File: config.mk
export PLATFORM = sky130hd
export DESIGN_NAME = pipe_stage_skid_reg
export DESIGN_NICKNAME = d
export VERILOG_FILES = /design/src/rtl/pipe_stage_skid_reg.sv
export SDC_FILE = /design/constraint.sdc
export NUM_CORES = 1
export LEC_CHECK = 0
export ABC_CLOCK_PERIOD_IN_PS = 5390
export CAP_MARGIN = 20
export CORE_MARGIN = 5
export CORE_UTILIZATION = 45
export CTS_CLUSTER_DIAMETER = 60
export DETAILED_ROUTE_END_ITERATION = 8
export PLACE_DENSITY = 0.71
export SLEW_MARGIN = 20
export SYNTH_ARGS = -nofsm -noshare
export SYNTH_HDL_FRONTEND = slang
export SYNTH_SLANG_ARGS = --single-unit
File: constraint.sdc
create_clock -name clk -period 5.39 [get_ports clk]
set_clock_uncertainty 0.1 [all_clocks]
set_input_delay 1.078 -clock clk [delete_from_list [all_inputs] [get_ports clk]]
set_output_delay 1.078 -clock clk [all_outputs]
set_load 0.005 [all_outputs]
File: src/rtl/pipe_stage_skid_reg.sv
// Pipeline stage register with valid/ready handshake and a two-entry skid buffer.
// Supports freeze (stall), flush (bubble insert) and a saturating flush-discard counter.
module pipe_stage_skid_reg #(
  parameter int unsigned          PC_W         = 32,
  parameter int unsigned          INSTR_W      = 32,
  parameter logic [INSTR_W-1:0]   BUBBLE_INSTR = '0,
  parameter int unsigned          CNT_W        = 8
) (
  input  logic               clk,
  input  logic               rst,
  input  logic               freeze,
  input  logic               flush,
  input  logic               in_valid,
  output logic               in_ready,
  input  logic [PC_W-1:0]    pc_in,
  input  logic [INSTR_W-1:0] instr_in,
  output logic               out_valid,
  input  logic               out_ready,
  output logic [PC_W-1:0]    pc,
  output logic [INSTR_W-1:0] instruction,
  output logic [1:0]         occupancy,
  output logic [CNT_W-1:0]   kill_cnt
);

  localparam int unsigned      SUM_W   = CNT_W + 1;
  localparam logic [CNT_W-1:0] CNT_MAX = '1;

  typedef enum logic [1:0] {
    EMPTY = 2'd0,
    ONE   = 2'd1,
    FULL  = 2'd2
  } state_t;

  state_t state;
  state_t state_nxt;

  logic push;
  logic pop;
  logic load_head_in;
  logic load_head_skid;
  logic load_skid;

  logic [PC_W-1:0]    skid_pc;
  logic [INSTR_W-1:0] skid_instr;
  logic [SUM_W-1:0]   kill_sum;

  // State register
  always_ff @(posedge clk) begin
    if (rst) begin
      state <= EMPTY;
    end else begin
      state <= state_nxt;
    end
  end

  // Next-state logic; freeze needs no term since it forces push = pop = 0
  always_comb begin
    state_nxt = state;
    if (flush) begin
      state_nxt = EMPTY;
    end else begin
      case (state)
        EMPTY: if (push) state_nxt = ONE;
        ONE: begin
          if (push && !pop)      state_nxt = FULL;
          else if (!push && pop) state_nxt = EMPTY;
        end
        FULL:    if (pop) state_nxt = ONE;
        default: state_nxt = EMPTY;
      endcase
    end
  end

  // Handshake and datapath-load decodes; in_ready looks only at registered state
  always_comb begin
    in_ready       = (state != FULL) && !freeze && !flush && !rst;
    out_valid      = (state != EMPTY) && !freeze;
    push           = in_valid && in_ready;
    pop            = out_valid && out_ready;
    load_head_in   = push && ((state == EMPTY) || ((state == ONE) && pop));
    load_skid      = push && (state == ONE) && !pop;
    load_head_skid = pop && (state == FULL);
  end

  // Head and skid entry storage
  always_ff @(posedge clk) begin
    if (rst) begin
      pc          <= '0;
      instruction <= BUBBLE_INSTR;
      skid_pc     <= '0;
      skid_instr  <= '0;
    end else if (flush) begin
      pc          <= '0;
      instruction <= BUBBLE_INSTR;
    end else begin
      if (load_head_in) begin
        pc          <= pc_in;
        instruction <= instr_in;
      end else if (load_head_skid) begin
        pc          <= skid_pc;
        instruction <= skid_instr;
      end
      if (load_skid) begin
        skid_pc    <= pc_in;
        skid_instr <= instr_in;
      end
    end
  end

  assign occupancy = 2'(state);
  assign kill_sum  = SUM_W'(kill_cnt) + SUM_W'(occupancy);

  // Discarded-entry counter saturates instead of wrapping
  always_ff @(posedge clk) begin
    if (rst) begin
      kill_cnt <= '0;
    end else if (flush) begin
      kill_cnt <= (kill_sum > SUM_W'(CNT_MAX)) ? CNT_MAX : kill_sum[CNT_W-1:0];
    end
  end

endmodule

# After elaboration in Yosys (flattened, before gate mapping)

Index checks and enable logic that the tools add are counted.

Memories: 0
RAM bits: 0
Output and inout port bits: 76
Register bits after elaboration: 138
Word-level logic and storage cells: 50
Input port bits: 70
Bits in latches: 0
ROM bits: 0

Bitwise gates (word level): 1
Div/mod/pow operators: 0
Reductions and logical operators: 25
Equality and inequality tests: 6
Shifts and indexed selects: 0
Add/sub/neg operators: 1
Magnitude comparators: 1
Mux-type cells: 10
Multiply operators: 0

Operators with widths:

| kind                                                                  | number |
|---|---|
| 32-bit two-way mux                                                    | 4 |
| 1-bit logical AND                                                     | 13 |
| 8-bit by 2-bit adder with 9-bit output                                | 1 |
| 9-bit by 8-bit > comparator with 1-bit output (second input constant) | 1 |
| 2-bit two-way mux                                                     | 4 |
| 8-bit two-way mux                                                     | 1 |
| 2-bit != test (second input constant)                                 | 3 |
| 2-bit case mux with 3 select lines                                    | 1 |
| 1-bit zero test                                                       | 5 |
| 2-bit nonzero test                                                    | 2 |
| 3-bit != test (second input constant)                                 | 1 |
| 3-bit AND reduction                                                   | 1 |
| 2-bit by 1-bit == test with 1-bit output (second input constant)      | 1 |
| 2-bit == test (second input constant)                                 | 1 |
| 2-bit zero test                                                       | 1 |
| 2-bit AND reduction                                                   | 1 |
| 2-bit OR reduction                                                    | 1 |
| 1-bit logical OR                                                      | 1 |
| 1-bit inverter                                                        | 1 |

# Depth between registers and ports, before layout

Depth after elaboration: 10
Depth in mapped cells: 9
Depth with buffers taken out: 6

# Least setup slack after synthesis

Ideal clock, no wire load.

Kind: input -> output
Start point: in flush
End point: out in_ready
Arrival time: 1.986 ns
Buffers on the path: 3
Path slack: 2.226 ns
Required time: 4.212 ns
Cell stages on the path: 5
Cell sequence: buf_6 > or2_2 > clkbuf_1 > clkbuf_1 > nor3_1

Cells in the longest elaborated chain, start to end: 3

Ends and longest elaborated chain:

| element                         | line | source |
|---|---|---|
| start: declaration              | 12   | `input logic flush,` |
| 1-bit zero test                 | 76   | `in_ready = (state != FULL) && !freeze && !flush && !rst;` |
| 1-bit logical AND (2 in series) | 76   |  |
| end: declaration                | 14   | `output logic in_ready,` |

Every way passes these cells.

# Worst setup path in the final report

Ends and elaborated chain as after synthesis.

==> impl_metrics.tcl <==
set metrics [dict create \
    status "finished, final reports clean" \
    synthFlopType "dfxtp_1" \
    syn_area_per_cell_um2 8.13 \
    htree_levels 4 \
    gp_congestion 0.787 \
    port_buffers 145 \
    hold_viol_final 0 \
    synth_top_area_cell "dfxtp_1" \
    finalCritPeriodShare 0.726 \
    finalCriticalPeriod_ns 3.91 \
    fp.dieH_um 125 \
    hp-start "skid_pc[6]" \
    fin_util 0.609 \
    ios 146 \
    num-fill-cells 1114 \
    worstSetupStartpointType "input port" \
    initial_core_util 0.456 \
    die_x_um 125 \
    num_rows 42 \
    vdd_drop_max_uv 171 \
    hold_path_class "reg -> reg" \
    yosysWarningCount 0 \
    placed_cell_area_mm2 0.00738 \
    die-area_mm2 0.0157 \
    post-synth-top-area-fraction 0.461 \
    grt_max_degree 73 \
    setup_tns_ns 0 \
    path_max_fanout 10 \
    seq_area_mm2 0.00276 \
    nets 896 \
    fmax_ghz 0.256 \
    dr.pass1.iters 6 \
    crit_required_ns 4.21 \
    synth_area_leaders "dfxtp_1 (46%), a311oi_1 (9.8%), nand2_1 (8.3%), nor4_1 (6.7%), a21oi_1 (5.8%)" \
    whs_endpoint "skid_pc[6]" \
    setup_ws_ns 1.48 \
    vias 6221 \
    worstMarginPinSlew_ns 0.810 \
    drive_gt1_frac 0.0624 \
    cts_resized 0 \
    diodes 0 \
    critPathCaptureType "primary output" \
    syn_to_final_growth_pct 33.5 \
    maxCapViolCount 0 \
    r2r_end "skid_pc[18]" \
    dp_hpwl_um 10800 \
    clkTransAtPathRegs_ns 0.06 \
    grt_pass1_vias 6064 \
    power.leakage_nw 2.38 \
    final_cell_count_no_fill 1010 \
    ant_nets 0 \
    crit_type "in -> out" \
    min_path_cells 2 \
    cp.arrival_ns 2.73 \
    cts_num_sinks 138 \
    grt_use_total 0.235 \
    worst-r2r-setup-slack_ns 2.87 \
    synth_cells 737 \
    r2r-start "occupancy[1]" \
    reg2regPathDepth 4 \
    drcViolationCount 0 \
    multiInputGateArea_mm2 0.00287 \
    cts_hold_buf 0 \
    drt_wl_total_um 19200 \
    layout_common_cells "clkdlybuf4s50_1 (144), dfxtp_1 (137), nand2_1 (132)" \
    grt_setup_unrepaired "false" \
    relSlewSlack 0.460 \
    clock_path_buffers 2 \
    synth-edff-count 0 \
    syn_nets 811 \
    post-cts-setup-buffers 0 \
    yosysSeqAreaShare 0.461 \
    clock-root-buffer "clkbuf_16" \
    p_per_area_mw_per_mm2 296 \
    cts_inserted_buffers 17 \
    place_ws_ns 1.33 \
    final_area_mm2 0.00800 \
    drtIter0Drc 906 \
    antenna_found_initial 0 \
    cts_tree "done" \
    wire_per_inst_um 19.0 \
    setup_viol 0 \
    async_flop_share 0 \
    ys_types 37 \
    ys_ff_latch 138 \
    vias_per_cell 6.16 \
    final_common_cell "clkdlybuf4s50_1" \
    grt_overflow 0 \
    core-area_mm2 0.0131 \
    clock_latency_ns 0.41 \
    slew_viol_final 0 \
    grt_pass1_wl_um 30900 \
    synth_area_mm2 0.00599 \
    dp.cells 978 \
]
## how the worst max path moves through the flow
stage | from | slack [ns] | to | cells past startpoint
2_1_floorplan | flush | 2.23 | in_ready | 5
3_3_place_gp | flush | 1.46 | pc[5] | 5
3_5_place_dp | flush | 1.33 | pc[25] | 5
4_1_cts | flush | 1.47 | in_ready | 4
5_1_grt | flush | 1.41 | in_ready | 4
6_report | flush | 1.48 | in_ready | 4
## state kept, by name, summed over array words and instances (netlist names)
signal / flops
skid_instr: 32
pc: 32
occupancy: 2
skid_pc: 32
kill_cnt: 8
instruction: 32
## cells in the mapped netlist, types with 3 or more instances
cell type / number
a311oi_1: 67
clkbuf_1: 77
o21ai_0: 65
a21oi_1: 70
nor4_1: 64
nand2_1: 132
buf_1: 4
nor2_1: 8
buf_6: 9
dfxtp_1: 138
ha_1: 3
nand3_1: 65
inv_1: 3
## cell type report
cell class,instances,area share
Timing Repair Buffer,156,0.193
Sequential cell,138,0.346
Inverter,3,0.00141
Multi-Input combinational cell,506,0.358
Clock inverter,8,0.0147
Tap cell,176,0.0275
Clock buffer,23,0.0598
## report_power, final
group / switching (mW) / internal (mW) / leakage [nW]
combinational: 0.0780 / 0.0745 / 0.972
sequential: 0.00677 / 1.03 / 1.11
clock: 0.417 / 0.759 / 0.293
total: 0.502 / 1.86 / 2.38
## metal layers
metal	up-vias	GRT usage	part of all wire
met3	31	0.0482	0.075
met5	-	0	0
met4	0	0.0861	0.014
li1	2899	-	-
met2	303	0.380	0.48
met1	2988	0.311	0.43
## critical path, cell delays in order
cell and delay [ns]:
clkdlybuf4s50_1 0.57, or2_2 0.38, nor3_1 0.18, clkdlybuf4s50_1 0.53
## stage by stage
stage          hold WS [ns]  power, mW
6_report              0.376       2.36
5_1_grt               0.392       2.43
4_1_cts               0.374       2.37
3_5_place_dp          0.367       1.21
3_3_place_gp          0.360       1.21
2_1_floorplan         0.354       1.11
## cells by family (layout without fill, tap and decap cells)
| group | after synthesis | in the layout | synth area share |
|---|---|---|---|
| AOI/OAI and AO/OA | 210 | 210 | 0.221 |
| adders and majority gates | 4 | 4 | 0.00961 |
| buffers and inverters | 93 | 190 | 0.0695 |
| DFF | 138 | 138 | 0.461 |
| and+or+nand+nor | 292 | 292 | 0.239 |
No activity file was read; power rests on OpenSTA's default activity.
